## src/rtl/pj_unidade_controle_pkg.sv

```systemverilog
// pj_unidade_controle_pkg
//   Shared definitions for the MindFocus control unit: state encoding,
//   state width, default show time and the show-timer width helper.
package pj_unidade_controle_pkg;

    localparam int ST_W              = 4;
    localparam int MOSTRA_CICLOS_DEF = 1000;

    typedef enum logic [ST_W-1:0] {
        INICIAL    = 4'h0,
        PREPARA    = 4'h1,
        SEMENTE    = 4'h2,
        GERA       = 4'h3,
        REG_IDX    = 4'h4,
        MOSTRA     = 4'h5,
        ESPERA     = 4'h6,
        REGISTRA   = 4'h7,
        COMPARA    = 4'h8,
        ACERTO     = 4'h9,
        PROX_ITEM  = 4'hA,
        FIM_RODADA = 4'hB,
        AVANCA     = 4'hC,
        CHECA      = 4'hD,
        FIM        = 4'hE,
        INVALIDO   = 4'hF
    } estado_t;

    // Counter width for a modulus, never below one bit (MOSTRA_CICLOS may be 1).
    function automatic int largura_contador(input int m);
        return (m > 1) ? $clog2(m) : 1;
    endfunction

endpackage

```

## src/rtl/pj_unidade_controle_if.sv

```systemverilog
// pj_unidade_controle_if
//   Control/status bundle between the control unit and the game datapath.
//   master : control unit (receives status, drives control strobes)
//   slave  : datapath side (drives status, receives control strobes)
//   Status : iniciar, jogada_feita, botao_igual_memoria, fim_e,
//            rodada_igual_final, indices_prontos, timeout
//   Control: zera_a/e/r/rod, zera_indices, zera_tempo, registra_r,
//            registra_indice, conta_a/e/rod, conta_tempo, sel_semente,
//            pronto, db_estado[3:0]
interface pj_unidade_controle_if;
    import pj_unidade_controle_pkg::*;

    logic            iniciar;
    logic            jogada_feita;
    logic            botao_igual_memoria;
    logic            fim_e;
    logic            rodada_igual_final;
    logic            indices_prontos;
    logic            timeout;

    logic            zera_a;
    logic            zera_e;
    logic            zera_r;
    logic            zera_rod;
    logic            zera_indices;
    logic            zera_tempo;
    logic            registra_r;
    logic            registra_indice;
    logic            conta_a;
    logic            conta_e;
    logic            conta_rod;
    logic            conta_tempo;
    logic            sel_semente;
    logic            pronto;
    logic [ST_W-1:0] db_estado;

    modport master (
        input  iniciar, jogada_feita, botao_igual_memoria, fim_e,
               rodada_igual_final, indices_prontos, timeout,
        output zera_a, zera_e, zera_r, zera_rod, zera_indices, zera_tempo,
               registra_r, registra_indice, conta_a, conta_e, conta_rod,
               conta_tempo, sel_semente, pronto, db_estado
    );

    modport slave (
        output iniciar, jogada_feita, botao_igual_memoria, fim_e,
               rodada_igual_final, indices_prontos, timeout,
        input  zera_a, zera_e, zera_r, zera_rod, zera_indices, zera_tempo,
               registra_r, registra_indice, conta_a, conta_e, conta_rod,
               conta_tempo, sel_semente, pronto, db_estado
    );

endinterface

```

## src/rtl/pj_unidade_controle_contador_m.sv

```systemverilog
// pj_unidade_controle_contador_m
//   Modulo-M up counter used as the stimulus show timer.
//   i_clock  : clock, rising edge
//   i_reset  : asynchronous active-high reset
//   i_zera_s : synchronous clear (wins over i_conta)
//   i_conta  : count enable
//   o_fim    : count is at terminal value M-1
module pj_unidade_controle_contador_m #(
    parameter int M = 4,
    parameter int N = (M > 1) ? $clog2(M) : 1
) (
    input  logic i_clock,
    input  logic i_reset,
    input  logic i_zera_s,
    input  logic i_conta,
    output logic o_fim
);

    localparam logic [N-1:0] TERMINAL = N'(M - 1);

    logic [N-1:0] r_q;

    always_ff @(posedge i_clock or posedge i_reset) begin
        if (i_reset) begin
            r_q <= '0;
        end else if (i_zera_s) begin
            r_q <= '0;
        end else if (i_conta) begin
            r_q <= (r_q == TERMINAL) ? '0 : r_q + 1'b1;
        end
    end

    assign o_fim = (r_q == TERMINAL);

endmodule

```

## src/rtl/pj_unidade_controle.sv

```systemverilog
// pj_unidade_controle
//   Moore FSM sequencing the MindFocus datapath: clears counters, seeds the
//   index generator, shows each stimulus for MOSTRA_CICLOS cycles, captures
//   and compares plays, counts hits and advances items/rounds to the end.
//   i_clock : clock, rising edge
//   i_reset : asynchronous active-high reset (state -> INICIAL, outputs 0)
//   ctrl    : pj_unidade_controle_if.master (status in, control strobes out)
module pj_unidade_controle
    import pj_unidade_controle_pkg::*;
#(
    parameter int MOSTRA_CICLOS = MOSTRA_CICLOS_DEF
) (
    input  logic                   i_clock,
    input  logic                   i_reset,
    pj_unidade_controle_if.master  ctrl
);

    localparam int N_MOSTRA = largura_contador(MOSTRA_CICLOS);

    estado_t r_estado;
    estado_t w_prox;
    logic    r_primeira;
    logic    w_primeira_prox;
    logic    w_fim_mostra;
    logic    w_conta_mostra;

    assign w_conta_mostra = (r_estado == MOSTRA);

    // Held in clear outside MOSTRA so every show period starts from zero.
    pj_unidade_controle_contador_m #(
        .M (MOSTRA_CICLOS),
        .N (N_MOSTRA)
    ) u_timer_mostra (
        .i_clock  (i_clock),
        .i_reset  (i_reset),
        .i_zera_s (~w_conta_mostra),
        .i_conta  (w_conta_mostra),
        .o_fim    (w_fim_mostra)
    );

    always_ff @(posedge i_clock or posedge i_reset) begin
        if (i_reset) begin
            r_estado   <= INICIAL;
            r_primeira <= 1'b1;
        end else begin
            r_estado   <= w_prox;
            r_primeira <= w_primeira_prox;
        end
    end

    always_comb begin
        w_prox               = r_estado;
        w_primeira_prox      = r_primeira;
        ctrl.zera_a          = 1'b0;
        ctrl.zera_e          = 1'b0;
        ctrl.zera_r          = 1'b0;
        ctrl.zera_rod        = 1'b0;
        ctrl.zera_indices    = 1'b0;
        ctrl.zera_tempo      = 1'b0;
        ctrl.registra_r      = 1'b0;
        ctrl.registra_indice = 1'b0;
        ctrl.conta_a         = 1'b0;
        ctrl.conta_e         = 1'b0;
        ctrl.conta_rod       = 1'b0;
        ctrl.conta_tempo     = 1'b0;
        ctrl.sel_semente     = 1'b0;
        ctrl.pronto          = 1'b0;

        case (r_estado)
            INICIAL: begin
                if (ctrl.iniciar) w_prox = PREPARA;
            end
            PREPARA: begin
                ctrl.zera_a       = 1'b1;
                ctrl.zera_e       = 1'b1;
                ctrl.zera_r       = 1'b1;
                ctrl.zera_rod     = 1'b1;
                ctrl.zera_indices = 1'b1;
                ctrl.zera_tempo   = 1'b1;
                w_primeira_prox   = 1'b1;
                w_prox            = SEMENTE;
            end
            SEMENTE: begin
                // First round seeds from the free-running timer; later rounds
                // continue from the LFSR's own feedback.
                ctrl.sel_semente = ~r_primeira;
                w_prox           = GERA;
            end
            GERA: begin
                if (ctrl.indices_prontos) w_prox = REG_IDX;
            end
            REG_IDX: begin
                ctrl.registra_indice = 1'b1;
                w_primeira_prox      = 1'b0;
                w_prox               = MOSTRA;
            end
            MOSTRA: begin
                if (w_fim_mostra) w_prox = ESPERA;
            end
            ESPERA: begin
                ctrl.conta_tempo = 1'b1;
                // A play arriving together with the timeout still counts.
                if (ctrl.jogada_feita)  w_prox = REGISTRA;
                else if (ctrl.timeout)  w_prox = PROX_ITEM;
            end
            REGISTRA: begin
                ctrl.registra_r = 1'b1;
                w_prox          = COMPARA;
            end
            COMPARA: begin
                w_prox = ctrl.botao_igual_memoria ? ACERTO : PROX_ITEM;
            end
            ACERTO: begin
                ctrl.conta_a = 1'b1;
                w_prox       = PROX_ITEM;
            end
            PROX_ITEM: begin
                w_prox = ctrl.fim_e ? FIM_RODADA : AVANCA;
            end
            AVANCA: begin
                ctrl.conta_e    = 1'b1;
                ctrl.zera_r     = 1'b1;
                ctrl.zera_tempo = 1'b1;
                w_prox          = MOSTRA;
            end
            FIM_RODADA: begin
                ctrl.conta_rod    = 1'b1;
                ctrl.zera_e       = 1'b1;
                ctrl.zera_r       = 1'b1;
                ctrl.zera_tempo   = 1'b1;
                ctrl.zera_indices = 1'b1;
                w_prox            = CHECA;
            end
            CHECA: begin
                // Round counter has already taken the increment from FIM_RODADA.
                w_prox = ctrl.rodada_igual_final ? FIM : SEMENTE;
            end
            FIM: begin
                ctrl.pronto = 1'b1;
                if (ctrl.iniciar) w_prox = PREPARA;
            end
            default: begin
                w_prox = INICIAL;
            end
        endcase
    end

    assign ctrl.db_estado = r_estado;

endmodule

```

## src/flat_wrapper.sv

```systemverilog
// flat-port wrapper written by rule: the top's interface ports become plain ports
module pj_unidade_controle_flat import pj_unidade_controle_pkg::*;
#(
    parameter int MOSTRA_CICLOS = MOSTRA_CICLOS_DEF
)
  (i_clock, i_reset, ctrl_iniciar, ctrl_jogada_feita, ctrl_botao_igual_memoria, ctrl_fim_e, ctrl_rodada_igual_final, ctrl_indices_prontos, ctrl_timeout, ctrl_zera_a, ctrl_zera_e, ctrl_zera_r, ctrl_zera_rod, ctrl_zera_indices, ctrl_zera_tempo, ctrl_registra_r, ctrl_registra_indice, ctrl_conta_a, ctrl_conta_e, ctrl_conta_rod, ctrl_conta_tempo, ctrl_sel_semente, ctrl_pronto, ctrl_db_estado);
  pj_unidade_controle_if ctrl_i ();
  input  logic i_clock;
  input  logic i_reset;
  input wire logic [$bits(ctrl_i.iniciar)-1:0] ctrl_iniciar;
  input wire logic [$bits(ctrl_i.jogada_feita)-1:0] ctrl_jogada_feita;
  input wire logic [$bits(ctrl_i.botao_igual_memoria)-1:0] ctrl_botao_igual_memoria;
  input wire logic [$bits(ctrl_i.fim_e)-1:0] ctrl_fim_e;
  input wire logic [$bits(ctrl_i.rodada_igual_final)-1:0] ctrl_rodada_igual_final;
  input wire logic [$bits(ctrl_i.indices_prontos)-1:0] ctrl_indices_prontos;
  input wire logic [$bits(ctrl_i.timeout)-1:0] ctrl_timeout;
  output wire logic [$bits(ctrl_i.zera_a)-1:0] ctrl_zera_a;
  output wire logic [$bits(ctrl_i.zera_e)-1:0] ctrl_zera_e;
  output wire logic [$bits(ctrl_i.zera_r)-1:0] ctrl_zera_r;
  output wire logic [$bits(ctrl_i.zera_rod)-1:0] ctrl_zera_rod;
  output wire logic [$bits(ctrl_i.zera_indices)-1:0] ctrl_zera_indices;
  output wire logic [$bits(ctrl_i.zera_tempo)-1:0] ctrl_zera_tempo;
  output wire logic [$bits(ctrl_i.registra_r)-1:0] ctrl_registra_r;
  output wire logic [$bits(ctrl_i.registra_indice)-1:0] ctrl_registra_indice;
  output wire logic [$bits(ctrl_i.conta_a)-1:0] ctrl_conta_a;
  output wire logic [$bits(ctrl_i.conta_e)-1:0] ctrl_conta_e;
  output wire logic [$bits(ctrl_i.conta_rod)-1:0] ctrl_conta_rod;
  output wire logic [$bits(ctrl_i.conta_tempo)-1:0] ctrl_conta_tempo;
  output wire logic [$bits(ctrl_i.sel_semente)-1:0] ctrl_sel_semente;
  output wire logic [$bits(ctrl_i.pronto)-1:0] ctrl_pronto;
  output wire logic [$bits(ctrl_i.db_estado)-1:0] ctrl_db_estado;
  assign ctrl_i.iniciar = ctrl_iniciar;
  assign ctrl_i.jogada_feita = ctrl_jogada_feita;
  assign ctrl_i.botao_igual_memoria = ctrl_botao_igual_memoria;
  assign ctrl_i.fim_e = ctrl_fim_e;
  assign ctrl_i.rodada_igual_final = ctrl_rodada_igual_final;
  assign ctrl_i.indices_prontos = ctrl_indices_prontos;
  assign ctrl_i.timeout = ctrl_timeout;
  assign ctrl_zera_a = ctrl_i.zera_a;
  assign ctrl_zera_e = ctrl_i.zera_e;
  assign ctrl_zera_r = ctrl_i.zera_r;
  assign ctrl_zera_rod = ctrl_i.zera_rod;
  assign ctrl_zera_indices = ctrl_i.zera_indices;
  assign ctrl_zera_tempo = ctrl_i.zera_tempo;
  assign ctrl_registra_r = ctrl_i.registra_r;
  assign ctrl_registra_indice = ctrl_i.registra_indice;
  assign ctrl_conta_a = ctrl_i.conta_a;
  assign ctrl_conta_e = ctrl_i.conta_e;
  assign ctrl_conta_rod = ctrl_i.conta_rod;
  assign ctrl_conta_tempo = ctrl_i.conta_tempo;
  assign ctrl_sel_semente = ctrl_i.sel_semente;
  assign ctrl_pronto = ctrl_i.pronto;
  assign ctrl_db_estado = ctrl_i.db_estado;
  pj_unidade_controle #(.MOSTRA_CICLOS(MOSTRA_CICLOS)) u_core (.i_clock(i_clock), .i_reset(i_reset), .ctrl(ctrl_i));
endmodule
```

## config.mk

```make
export PLATFORM = sky130hd
export DESIGN_NAME = pj_unidade_controle_flat
export DESIGN_NICKNAME = d
export VERILOG_FILES = /design/src/rtl/pj_unidade_controle_pkg.sv /design/src/rtl/pj_unidade_controle_if.sv /design/src/rtl/pj_unidade_controle_contador_m.sv /design/src/rtl/pj_unidade_controle.sv /design/src/flat_wrapper.sv
export SDC_FILE = /design/constraint.sdc
export NUM_CORES = 1
export LEC_CHECK = 0
export ABC_AREA = 1
export BUFFER_PORTS_ARGS = -buffer_cell sky130_fd_sc_hd__buf_2
export CAP_MARGIN = 30
export CORE_MARGIN = 3
export CORE_UTILIZATION = 53
export DETAILED_ROUTE_END_ITERATION = 6
export HOLD_SLACK_MARGIN = 0.1
export PLACE_DENSITY = 0.78
export SETUP_SLACK_MARGIN = 0.4
export SLEW_MARGIN = 20
export SYNTH_ARGS = -nofsm -noshare
export SYNTH_HDL_FRONTEND = slang
export SYNTH_HIERARCHICAL = 1
export SYNTH_SLANG_ARGS = --single-unit
```

## constraint.sdc

```tcl
create_clock -name i_clock -period 1.72 [get_ports i_clock]
set_input_delay 0.086 -clock i_clock [delete_from_list [all_inputs] [get_ports i_clock]]
set_output_delay 0.086 -clock i_clock [all_outputs]
set_load 0.02 [all_outputs]
```

* After elaboration in Yosys (flattened, before gate mapping)
Index checks and enable logic that the tools add are counted.
** Operators by class
- Add/subtract/negate cells :: 1
- Multipliers :: 0
- Div/mod/pow operators :: 0
- Magnitude comparators :: 0
- Eq/ne operators :: 19
- Shifts and indexed selects :: 0
- Mux-type cells :: 23
- Bitwise gates (word level) :: 1
- Reduce and logical (&&, ||, !) cells :: 7
** Operators with widths (count)
- $pmux W4 S13 :: 1
- $eq A4 B4 Y1 const B :: 7
- $mux W4 :: 6
- $mux W10 :: 2
- $eq A4 B3 Y1 const B :: 4
- $mux W1 :: 11
- $add A10 B1 Y10 const B :: 1
- $eq A10 B10 Y1 const B :: 1
- $eq A4 B2 Y1 const B :: 2
- $reduce_or A2 Y1 :: 3
- $eq A4 B1 Y1 const B :: 1
- $logic_not A4 Y1 :: 1
- $ne A2 B1 Y1 const B :: 2
- $reduce_and A4 Y1 :: 1
- $mux W3 :: 1
- $ne A3 B3 Y1 const B :: 1
- $reduce_or A3 Y1 :: 1
- $mux W2 :: 1
- $ne A2 B2 Y1 const B :: 1
- $pmux W1 S2 :: 1
- $reduce_bool A2 Y1 :: 1
- $not A1 Y1 :: 1
** Word-level totals
- Bits in registers :: 15
- Bits in latches :: 0
- RAM bits :: 0
- ROM bits :: 0
- Input bits :: 9
- Output and inout port bits :: 18
- Logic and storage cells :: 54
- Memories :: 0

* Logic depth before layout (Yosys ltp)
Gate-level depths: netlist of the first run.
- Word-level depth :: 4
- Gate-level depth with buffers :: 11

* By module
The synthesis of the first run kept the hierarchy.
** By module, submodules not included
- pj_unidade_controle_contador_m :: instances 1, cells an instance 83, area each 655.6 um^2
- pj_unidade_controle :: instances 1, cells an instance 96, area each 569.3 um^2

* Least setup slack after synthesis of the first run
No wires, ideal clock.
- Path type :: reg2reg
- From :: register u_core.r_estado[2] (netlist: u_core/ctrl.db_estado[2])
- To :: register u_core.u_timer_mostra.r_q[7]
- Arrival :: 1.550 ns
- Slack :: 0.056 ns
- Stages on the path, launching flop included :: 11
- Path buffers :: 1
- Cells stage by stage :: dfrtp_1 > buf_6 > inv_2 > nor2_2 > nand2_1 > inv_1 > nor2_4 > nor3_2 > nand3_1 > nand2_1 > nor2_2
** On the way
- Word-level cells in the longest chain between the ends :: 2
** RTL lines
- start, declared :: RTL line pj_unidade_controle.sv:20 : estado_t r_estado;
- start signal, assigned :: RTL line pj_unidade_controle.sv:46 : r_estado <= w_prox;
- $eq A4 B3 Y1 :: RTL line pj_unidade_controle.sv:27 : assign w_conta_mostra = (r_estado == MOSTRA);
- named net u_core.w_conta_mostra :: RTL line pj_unidade_controle.sv:25 : logic w_conta_mostra;
- $mux W10 :: RTL line pj_unidade_controle_contador_m.sv:26 : end else if (i_zera_s) begin
- end signal, assigned :: RTL line pj_unidade_controle_contador_m.sv:29 : r_q <= (r_q == TERMINAL) ? '0 : r_q + 1'b1;
- end, declared :: RTL line pj_unidade_controle_contador_m.sv:21 : logic [N-1:0] r_q;
The timed path passes the listed nets, and every way through them passes these cells.
A chain may end at the register's enable or synchronous reset.

* Worst setup path after layout of the first run
- From :: register u_core.r_estado[2] (netlist: u_core/ctrl.db_estado[2])
- To :: register u_core.r_estado[3] (netlist: u_core/ctrl.db_estado[3])
** On the way
- Word-level cells in the longest chain between the ends :: 4
** RTL lines
- $eq A4 B4 Y1 or $logic_not A4 Y1 (tied branches) :: RTL line pj_unidade_controle.sv:69 : case (r_estado)
- $reduce_or A2 Y1 (no source line)
- $ne A2 B1 Y1 (no source line)
- $reduce_and A4 Y1 (no source line)
Parallel ways exist; a longest one is shown, timed or not.

==> impl_metrics.tcl, run 1 <==
set metrics [dict create \
    status "completed" \
    rows 16 \
    synth.avg_cell_area_um2 6.84 \
    cp-start-kind "register" \
    synth_xor_area_frac 0.0143 \
    crit_required_ns 1.91 \
    peakVddDrop_v 0.00114 \
    worstMarginPinSlew_ns 0.388 \
    syn-cell-area_um2 1220 \
    p_sw_frac 0.519 \
    routedWlPerCell_um 21.2 \
    crit_chain "buf_4 > buf_6 > nand2_1 > nor2_2 > buf_4 > nor2_1 > o211ai_1 > nand2_1 > nand2_1" \
    fin_skew_ns 0.00161 \
    dp_hpwl_mm 2.22 \
    synth_top_family_by_area "simple AND/OR/NAND/NOR gates" \
    synthCells 179 \
    ant_nets 0 \
    area_delta_synth_final_pct 58.2 \
    cpMostUsedCell "nand2_1" \
    slew_headroom 0.741 \
    first_iter_violations 189 \
    drv_slew 0 \
    die_y_um 54.1 \
    power-per-cell-area_nw_per_um2 1510 \
    synth_compound_area_frac 0.0388 \
    synth_fa_ha_area_frac 0.0102 \
    setup_viol 0 \
    yosys.area_share.simple 0.492 \
    rsz0062_at_grt "true" \
    initial_core_util 0.588 \
    grt_pass1_vias 1510 \
    die_x_um 54.1 \
    final_cells 275 \
    hold_start "ctrl_jogada_feita" \
    dieArea_um2 2920 \
    ys_ff_latch 15 \
    final_hold_viol_count 0 \
    clock-sinks 15 \
    switchingPower_mw 1.52 \
    cp_max_fo 6 \
    grt_max_degree 11 \
    critPathArrivalTime_ns 1.89 \
    drt-total-wl_mm 5.83 \
    hold_path.class "in -> reg" \
    numCtsBuffers 3 \
    antenna_cells 0 \
    vias 1783 \
    grt.overflow.total 0 \
    clock_latency_ns 0.29 \
    numPortBuffers 26 \
    clockRootBuffer "clkbuf_4" \
    drc_errors 0 \
    p_int_mw 1.41 \
    hold_depth 4 \
    fin_crit_ns 1.70 \
    maxCapViolations 0 \
    crit_path_end_kind "register" \
    cts_tree "done" \
    grt_pass1_wl_mm 7.18 \
    p_seq_frac 0.189 \
    r2r_setup_slack_ns 0.02 \
    clockBufferDepth 2 \
    leakagePower_nw 1.03 \
    fmax_ghz 0.589 \
    synth_seq_area_share 0.307 \
    clkSlewWorstSetupHoldPaths_ns 0.09 \
    hold_end "u_core/ctrl.db_estado[3]$_DFFE_PP0P_" \
    holdWs_ns 0.240 \
    ios 27 \
    viasPerCell 6.48 \
    critPathKind "reg -> reg" \
    reg2reg_to "u_core/ctrl.db_estado[3]$_DFFE_PP0P_" \
    syn_nets 189 \
    reg2regPathDepth 9 \
    power_frac_clock 0.071 \
    cpMaxStageDelayCell "dfrtp_2" \
    fin_crit_sh 0.987 \
    drive_gt1_frac 0.593 \
    finalSetupTns_ns 0 \
    reg2reg_from "u_core/ctrl.db_estado[2]$_DFFE_PP0P_" \
    post-place-cells 229 \
    comb_power_share 0.740 \
    dr.pass1.iters 6 \
    place_congestion 0.937 \
    fin_nets 259 \
    yosysWarnings 6 \
    htreeDepth 1 \
    synthMuxAreaShare 0 \
    antenna_found_initial 0 \
    power.total_mw 2.93 \
    ys_types 29 \
    track_usage 0.362 \
    slowest_delay_ns 0.51 \
    fp.coreArea_um2 2080 \
]
[sequential cells by signal, indices dropped and copies added (netlist names)]
name                       cells
u_core/ctrl.db_estado          4
u_core/r_primeira              1
u_core/u_timer_mostra/r_q     10
[power by group through the flow]
stage                     sequential (mW)  combinational, mW  clock [mW]
final                               0.554               2.17       0.210
after global routing                0.560               2.33       0.241
after CTS                           0.526               1.67       0.214
after detailed placement            0.529               1.20           0
after global placement              0.523               1.18           0
after floorplan                     0.543              0.932           0
[synth_stat cells (all sizes together)]
master | number | area share
nand2 | 57 | 0.21
inv | 33 | 0.11
nor2 | 32 | 0.15
dfrtp | 14 | 0.29
nand3 | 14 | 0.069
nand4 | 5 | 0.026
buf | 4 | 0.028
o21ai | 4 | 0.016
nor3 | 3 | 0.016
nand3b | 2 | 0.012
o211ai | 2 | 0.012
xor2 | 2 | 0.014
a21o | 1 | 0.0061
a21oi | 1 | 0.0041
clkinv | 1 | 0.0041
dfstp | 1 | 0.021
ha | 1 | 0.010
nor4 | 1 | 0.0051
or2 | 1 | 0.0051
[critical path: cells and delay by family, from the launching register on]
kind / cells / cell delay (ns)
simple gates: 5 / 0.54
flops: 1 / 0.51
buf+inv: 3 / 0.42
compound gates: 1 / 0.13
[layout make-up]
cell class	instances	area, um2
Multi-Input combinational cell	126	793
Timing Repair Buffer	69	552
Sequential cell	15	382
Inverter	34	150
Fill cell	63	144
Tap cell	27	33.8
Clock buffer	3	22.5
Clock inverter	1	5.00
[how the worst max path moves through the flow]
stage | from | cells after the start | endpoint | slack [ns]
after floorplan | u_core/ctrl.db_estado[2]$_DFFE_PP0P_ | 10 | u_core/u_timer_mostra/r_q[6]$_DFFE_PP0P_ | 0.26
after global placement | u_core/u_timer_mostra/r_q[0]$_DFFE_PP0P_ | 10 | u_core/ctrl.db_estado[2]$_DFFE_PP0P_ | 0.22
after detailed placement | u_core/u_timer_mostra/r_q[0]$_DFFE_PP0P_ | 10 | u_core/ctrl.db_estado[1]$_DFFE_PP0P_ | 0.19
after CTS | u_core/ctrl.db_estado[0]$_DFFE_PP0P_ | 7 | ctrl_zera_r | 0.16
after global routing | u_core/ctrl.db_estado[0]$_DFFE_PP0P_ | 10 | u_core/ctrl.db_estado[2]$_DFFE_PP0P_ | -0.17
final | u_core/ctrl.db_estado[2]$_DFFE_PP0P_ | 9 | u_core/ctrl.db_estado[3]$_DFFE_PP0P_ | 0.02
[cells by family after synthesis]
| family | after synthesis |
|---|---|
| compound gates | 8 |
| flops | 15 |
| simple gates | 115 |
| buf+inv | 38 |
| fa+ha+maj | 1 |
| xor+xnor | 2 |
[metrics by stage]
stage                      util  area (um2)  worst slack [ns]
after global placement    0.677        1410             0.224
after global routing      0.931        1940            -0.170
after floorplan               -        1270             0.259
final                     0.931        1940            0.0220
after detailed placement  0.677        1410             0.193
after CTS                 0.855        1780             0.159
[placed cells by master (no fill, tap or decap), types with 8 or more instances in the layout]
| master | Yosys | layout |
|---|---|---|
| buf_4 | 3 | 38 |
| inv_2 | 7 | 8 |
| buf_6 | 1 | 17 |
| inv_1 | 25 | 19 |
| nand3_1 | 11 | 9 |
| nor2_1 | 14 | 10 |
| nand2_2 | 13 | 17 |
| dfrtp_1 | 14 | 10 |
| buf_2 | 0 | 13 |
| nor2_4 | 4 | 10 |
| nor2_2 | 14 | 12 |
| nand2_1 | 43 | 35 |
[timing repair]
action                                  4_1_cts  5_1_grt
hold buffers                                  1        0
pin swaps                                    13       12
resized for setup                            41       17
endpoints found under the setup margin       25       29
buffers inserted                             28       13
hold endpoints to repair                     15        0
[metal layers]
layer  track usage  vias up  share of wire
met1         0.337      786           0.32
met2         0.577      211           0.44
met5             0        -              0
met3         0.202       97           0.12
li1              -      689              -
met4         0.295        0           0.11
No activity file was read; power rests on OpenSTA's default activity.
==> inputs of run 2 (changes only) <==
- ABC_AREA: 1 -> default
- PLACE_DENSITY: 0.78 -> 0.79
==> run 2 against run 1 <==
Area after synthesis shrank 3.1%; synthesized cell count shrank 26%; the run now fails in global routing.
==> impl_metrics.tcl, run 2 <==
set metrics [dict create \
    syn_nets 143 \
    yosysMostFrequentCell "nor2_1" \
    syn-cell-area_um2 1190 \
    synth_top_area_share 0.295 \
    synth.avg_cell_area_um2 8.93 \
    yosysTopAreaCell "dfrtp_1" \
    grt_max_degree 11 \
    synthTopCellsByArea "dfrtp_1 30%, nor2_1 5.4%, buf_6 3.8%, xor2_1 3.7%, a21oi_1 3.4%" \
    ys_types 50 \
    initial_core_util 0.581 \
    synth_commonest_cells "17 x nor2_1, 14 x dfrtp_1, 9 x inv_1, 8 x a21oi_1" \
    die_x_um 53.3 \
    yosysWarnings 6 \
    firstError "[ERROR DPL-0038] Utilization greater than 100%, impossible to legalize" \
    htreeDepth 1 \
    lastStage "global routing" \
    dp_hpwl_mm 2.30 \
    synthCells 133 \
    numPortBuffers 26 \
    worst-ep-kind "sequential cell input" \
    synthFlopType "dfrtp_1" \
    status "aborted with a tool error" \
    clock-sinks 15 \
    pre_cts_ws_ns -0.0314 \
    die_y_um 53.3 \
    synth_edf_count 0 \
    rows 16 \
    ios 27 \
    synth_seq_area_share 0.317 \
    postPlaceCellArea_um2 1510 \
    clockBufferDepth 2 \
    numCtsBuffers 3 \
    clockRootBuffer "clkbuf_4" \
    place_congestion 0.891 \
    ys_ff_latch 15 \
    worst_endpoint "u_core/u_timer_mostra/r_q[9]$_DFFE_PP0P_/D" \
    async_reset_ff_frac 1.00 \
]
==> run 2: cell types whose count changed after synthesis, sizes merged, moves of 4 or more <==
cell | previous run | this run
o21ai | 4 | 8
a21oi | 1 | 8
buf | 4 | 10
nand2 | 57 | 8
inv | 33 | 9
nor2 | 32 | 18
nand3 | 14 | 3
==> run 2: cells by family after synthesis <==
logic type,count (synthesis),synth area share
AOI/OAI and AO/OA,29,0.192
buffers and inverters,20,0.114
xor gates and xnor gates,7,0.0516
and+or+nand+nor,59,0.293
muxes,2,0.0221
DFF,15,0.317
adders and majority gates,1,0.0105
==> run 2: repair_timing <==
item / 4_1_cts
pin swaps: 25
endpoints found under the setup margin: 26
gates resized for setup: 63
buffers inserted: 22
hold buffers: 1
hold endpoints to repair: 15
==> run 2: through the flow <==
stage	setup TNS (ns)	std cells	hold slack, ns
2_1_floorplan	-0.436	133	-0.136
3_3_place_gp	0	200	0.0109
4_1_cts	-0.0761	227	0.173
3_5_place_dp	-0.0472	200	0.0188
==> inputs of run 3 (changes only) <==
- CORE_AREA: default -> 3 3 64 66
- CORE_MARGIN: 3 -> default
- CORE_UTILIZATION: 53 -> default
- DIE_AREA: default -> 0 0 67 69
- HOLD_SLACK_MARGIN: 0.1 -> default
- PLACE_DENSITY: 0.79 -> default
- PLACE_DENSITY_LB_ADDON: default -> 0.15
- SETUP_SLACK_MARGIN: 0.4 -> default
==> run 3 against run 2 <==
The run now ends clean; area after synthesis stayed put; synthesized cell count stayed put.
==> impl_metrics.tcl, run 3 <==
set metrics [dict create \
    syn_nets 143 \
    synthCells 133 \
    vias 1144 \
    fin_crit_sh 0.971 \
    power_frac_clock 0.115 \
    cts_tree "done" \
    grt.overflow.total 0 \
    rsz0062_at_grt "true" \
    setup_viol 0 \
    synthTopCellsByArea "dfrtp_1 30%, nor2_1 5.4%, buf_6 3.8%, xor2_1 3.7%, a21oi_1 3.4%" \
    status "completed" \
    reg2reg_from "u_core/ctrl.db_estado[2]$_DFFE_PP0P_" \
    clockBufferDepth 2 \
    maxCapViolations 0 \
    fmax_ghz 0.599 \
    antenna_found_initial 0 \
    comb_power_share 0.692 \
    p_int_mw 1.35 \
    drc_errors 0 \
    dr.pass1.iters 4 \
    crit_path_end_kind "register" \
    ys_ff_latch 15 \
    largest_reg_flops 10 \
    final_hold_viol_count 0 \
    top_register "u_core/u_timer_mostra/r_q" \
    ios 27 \
    htreeDepth 1 \
    hold_path.class "in -> reg" \
    leakagePower_nw 0.738 \
    antenna_cells 0 \
    critPathArrivalTime_ns 1.80 \
    clock_latency_ns 0.24 \
    clockRootBuffer "clkbuf_8" \
    clkSlewWorstSetupHoldPaths_ns 0.06 \
    initial_core_util 0.327 \
    viasPerCell 4.97 \
    dp_hpwl_mm 2.29 \
    cp-start-kind "register" \
    final_common_cell "buf_4" \
    die_x_um 67 \
    grt_max_degree 13 \
    die_y_um 69 \
    numCtsBuffers 3 \
    drt-total-wl_mm 3.00 \
    synth_commonest_cells "17 x nor2_1, 14 x dfrtp_1, 9 x inv_1, 8 x a21oi_1" \
    cp_max_fo 9 \
    ys_types 50 \
    drv_slew 0 \
    peakVddDrop_v 0.000678 \
    numPortBuffers 26 \
    clock-sinks 15 \
    synth.avg_cell_area_um2 8.93 \
    place_congestion 0.869 \
    power-per-cell-area_nw_per_um2 1520 \
    fin_crit_ns 1.67 \
    yosysWarnings 6 \
    fin_skew_ns 0.00293 \
    crit_required_ns 1.85 \
    fin_nets 193 \
    synth_seq_area_share 0.317 \
    yosysMostFrequentCell "nor2_1" \
    synthFlopType "dfrtp_1" \
    switchingPower_mw 1.14 \
    drive_gt1_frac 0.500 \
    fp.coreArea_um2 3630 \
    syn-cell-area_um2 1190 \
    slew_headroom 0.729 \
    final_cell_mix "26 x buf_4, 24 x buf_2, 16 x nor2_1, 12 x dfrtp_1" \
    rows 22 \
    p_seq_frac 0.193 \
    worstMarginPinSlew_ns 0.406 \
    grt_pass1_wl_mm 4.86 \
    p_sw_frac 0.457 \
    area_delta_synth_final_pct 37.9 \
    hold_start "ctrl_fim_e" \
    dieArea_um2 4620 \
    holdWs_ns 0.253 \
    synth_edf_count 0 \
    synth_top_area_share 0.295 \
    ant_nets 0 \
    yosysTopAreaCell "dfrtp_1" \
    first_iter_violations 48 \
    track_usage 0.131 \
    grt_pass1_vias 1069 \
    async_reset_ff_frac 1.00 \
    power.total_mw 2.48 \
    routedWlPerCell_um 13.1 \
    critPathKind "reg -> reg" \
    crit_start "u_core/ctrl.db_estado[2]$_DFFE_PP0P_" \
]
[run 3: cell counts after synthesis]
No cell type changed its count.
[run 3: layout make-up]
class | count | area [um2]
tap | 48 | 60.1
sequential | 15 | 379
clock buffer | 4 | 45.0
timing repair buffer | 56 | 382
multi-input combinational | 98 | 738
fill | 399 | 2000
inverter | 9 | 33.8
[run 3: cell families (layout without fill, tap and decap cells)]
group / after synthesis / in the layout / share of synthesized area
AO/OA/AOI/OAI: 29 / 29 / 0.192
XOR/XNOR: 7 / 7 / 0.0516
adder cells (fa/ha/maj): 1 / 1 / 0.0105
flip-flops: 15 / 15 / 0.317
AND/OR/NAND/NOR: 59 / 59 / 0.293
multiplexers: 2 / 2 / 0.0221
buffers and inverters: 20 / 69 / 0.114
[run 3: per-layer routing]
layer,GRT usage,vias to the layer above,routed length [um]
met1,0.171,552,1320
met4,0.0135,0,26
li1,-,562,-
met2,0.219,28,1540
met5,0,-,0
met3,0.0358,2,117
[run 3: worst paths after layout]
kind / to / slack [ns] / cells after the start
max: u_core/ctrl.db_estado[1]$_DFFE_PP0P_ / 0.05 / 5
min: u_core/ctrl.db_estado[2]$_DFFE_PP0P_ / 0.25 / 4
max reg2reg: u_core/ctrl.db_estado[1]$_DFFE_PP0P_ / 0.05 / 5
min reg2reg: u_core/r_primeira$_DFFE_PP1P_ / 0.50 / 2
max in group asynchronous: u_core/u_timer_mostra/r_q[9]$_DFFE_PP0P_ / 1.06 / 3
min in group asynchronous: u_core/ctrl.db_estado[0]$_DFFE_PP0P_ / 0.30 / 3
[run 3: worst max-delay path: stages, from the launching register on]
cell	delay, ns
dfrtp_1	0.43
buf_6	0.18
and3_1	0.18
nor2_1	0.07
o31ai_4	0.31
mux2_2	0.37
[run 3: repair_timing]
item / CTS / global route
gates resized for setup: 3 / 11
endpoints found under the setup margin: 4 / 8
setup buffers: 2 / 3
pin swaps: 5 / 5
hold buffers: 1 / 0
hold endpoints to repair: 15 / 0
[run 3: through the flow]
step	setup slack, ns	cells	cell area, um2	setup TNS [ns]	utilization
2_1_floorplan	-0.196	133	1230	-0.472	-
3_3_place_gp	-0.0250	220	1490	-0.0250	0.410
3_5_place_dp	-0.0675	220	1490	-0.0785	0.410
5_1_grt	-0.0499	230	1640	-0.162	0.451
4_1_cts	0.00154	227	1570	0	0.432
6_report	0.0507	230	1640	0	0.451
[run 3: power groups by stage]
stage	Clock [mW]	Sequential, mW	Combinational (mW)
finish	0.286	0.479	1.72
global route	0.306	0.488	1.84
CTS	0.297	0.472	1.58
detailed placement	0	0.478	1.55
global placement	0	0.474	1.54
floorplan	0	0.549	1.15
==> inputs of run 4 (changes only) <==
- CAP_MARGIN: 30 -> 10
- clock period: 1.72 -> 1.8 ns (I/O delays scaled with it)
==> run 4 against run 3 <==
Sequential power down 4.4%; sequential share of layout area up 1.3 points; via count down 3.8%; count of clock-buffer cells in the layout unchanged; worst hold slack better by 0.022 ns; combinational power down 13%; cell area down 5.1%; total power down 10%; core utilization down 2.3 points; critical path depth unchanged; highest routed layer unchanged.
==> impl_metrics.tcl, run 4 (same netlist as run 3, synthesis figures left out) <==
set metrics [dict create \
    status "completed" \
    fin_nets 185 \
    first_iter_violations 35 \
    post-route-worst-setup-slack_ns 0.0498 \
    ant_nets 0 \
    cpMaxStageDelayCell "dfrtp_2" \
    holdWs_ns 0.274 \
    crit_required_ns 1.71 \
    final_common_cell "buf_2" \
    hold_start "ctrl_fim_e" \
    fin_crit_sh 0.972 \
    largest_reg_flops 10 \
    grt_pass1_vias 1025 \
    drt-total-wl_mm 2.84 \
    reg2reg_to "u_core/ctrl.db_estado[3]$_DFFE_PP0P_" \
    final_cell_mix "26 x buf_2, 19 x buf_4, 16 x nor2_1, 11 x dfrtp_1, 8 x a21oi_1" \
    grt_max_degree 19 \
    final_cells 222 \
    die_y_um 69 \
    power.total_mw 2.23 \
    fp.coreArea_um2 3630 \
    design_area_um2 1550 \
    track_usage 0.130 \
    post-place-cells 214 \
    finalSetupTns_ns 0 \
    numCtsBuffers 3 \
    dp_hpwl_mm 2.12 \
    area_delta_synth_final_pct 30.9 \
    peakVddDrop_v 0.000738 \
    cp-start-kind "register" \
    clockBufferDepth 2 \
    top_register "u_core/u_timer_mostra/r_q" \
    r2r_setup_slack_ns 0.07 \
    post-route-util 0.428 \
    maxCapViolations 0 \
    slowest_delay_ns 0.40 \
    dr.pass1.iters 4 \
    slew_headroom 0.742 \
    grt.overflow.total 0 \
    routedWlPerCell_um 12.8 \
    drive_gt1_frac 0.471 \
    clockRootBuffer "clkbuf_8" \
    die_x_um 67 \
    critPathKind "reg -> out" \
    drv_slew 0 \
    antenna_cells 0 \
    hold_depth 4 \
    crit_path_end_kind "output pin" \
    antenna_found_initial 0 \
    clkSlewWorstSetupHoldPaths_ns 0.06 \
    worstMarginPinSlew_ns 0.387 \
    hold_end "u_core/ctrl.db_estado[2]$_DFFE_PP0P_" \
    fin_crit_ns 1.75 \
    initial_core_util 0.327 \
    critPathArrivalTime_ns 1.66 \
    grt_pass1_wl_mm 4.74 \
    place_congestion 0.777 \
    fin_skew_ns 0.00634 \
    setup_viol 0 \
    viasPerCell 4.96 \
    drc_errors 0 \
    fmax_ghz 0.571 \
    crit_chain "buf_4 > or2b_4 > nor2_4 > or3_4 > buf_2" \
    clock-sinks 15 \
    hold_path.class "in -> reg" \
    vias 1101 \
    cp_max_fo 15 \
    cts_tree "done" \
    leakagePower_nw 0.699 \
    dieArea_um2 4620 \
    power-per-cell-area_nw_per_um2 1430 \
    numPortBuffers 26 \
    reg2reg_from "u_core/u_timer_mostra/r_q[3]$_DFFE_PP0P_" \
    clock_latency_ns 0.25 \
    ios 27 \
    final_hold_viol_count 0 \
    postPlaceCellArea_um2 1440 \
    pre_cts_ws_ns 0.0321 \
    rows 22 \
    htreeDepth 1 \
    reg2regPathDepth 8 \
]
## run 4: cell types whose count changed in the layout (fill, tap and decap cells not counted), sizes merged
cell,change
buf,-8
## run 4: how the worst max path moves through the flow
stage / end / start / depth (start not counted)
3_3_place_gp: u_core/u_timer_mostra/r_q[9]$_DFFE_PP0P_ / u_core/ctrl.db_estado[1]$_DFFE_PP0P_ / 8
2_1_floorplan: u_core/u_timer_mostra/r_q[8]$_DFFE_PP0P_ / u_core/ctrl.db_estado[3]$_DFFE_PP0P_ / 9
4_1_cts: u_core/ctrl.db_estado[2]$_DFFE_PP0P_ / u_core/u_timer_mostra/r_q[4]$_DFFE_PP0P_ / 8
3_5_place_dp: u_core/ctrl.db_estado[2]$_DFFE_PP0P_ / u_core/u_timer_mostra/r_q[4]$_DFFE_PP0P_ / 8
6_report: ctrl_zera_r / u_core/ctrl.db_estado[3]$_DFFE_PP0P_ / 5
5_1_grt: u_core/ctrl.db_estado[3]$_DFFE_PP0P_ / u_core/u_timer_mostra/r_q[3]$_DFFE_PP0P_ / 8
## run 4: metal layers
| layer | up-vias | part of all wire | wire length, um | track usage |
|---|---|---|---|---|
| met4 | 0 | 0.0028 | 8 | 0.0203 |
| met5 | - | 0 | 0 | 0 |
| met3 | 2 | 0.041 | 116 | 0.0358 |
| li1 | 546 | - | - | - |
| met2 | 26 | 0.46 | 1320 | 0.195 |
| met1 | 527 | 0.49 | 1400 | 0.186 |
## run 4: what timing repair did
| item | 4_1_cts | 5_1_grt |
|---|---|---|
| hold endpoints to repair | 15 | 0 |
| endpoints found under the setup margin | 0 | 10 |
| hold buffers | 1 | 0 |
| buffers inserted | 0 | 3 |
| gates resized for setup | 0 | 9 |
## run 4: final cells by class
cell class	count	area (um2)
Tap cell	48	60.1
Fill cell	377	2080
Sequential cell	15	380
Clock buffer	4	45.0
Timing Repair Buffer	48	305
Multi-Input combinational cell	98	729
Inverter	9	33.8
## run 4: report_power, final
part           internal [mW]  total [mW]  switching, mW
registers              0.411       0.458         0.0473
logic                  0.621        1.49          0.873
clock network          0.157       0.274          0.117
total                   1.19        2.23           1.04
## run 4: worst max-delay path: cells and delay by family (launching register included)
family / cells / cell delay (ns)
AND/OR/NAND/NOR: 3 / 0.66
flip-flops: 1 / 0.40
buffers and inverters: 2 / 0.36
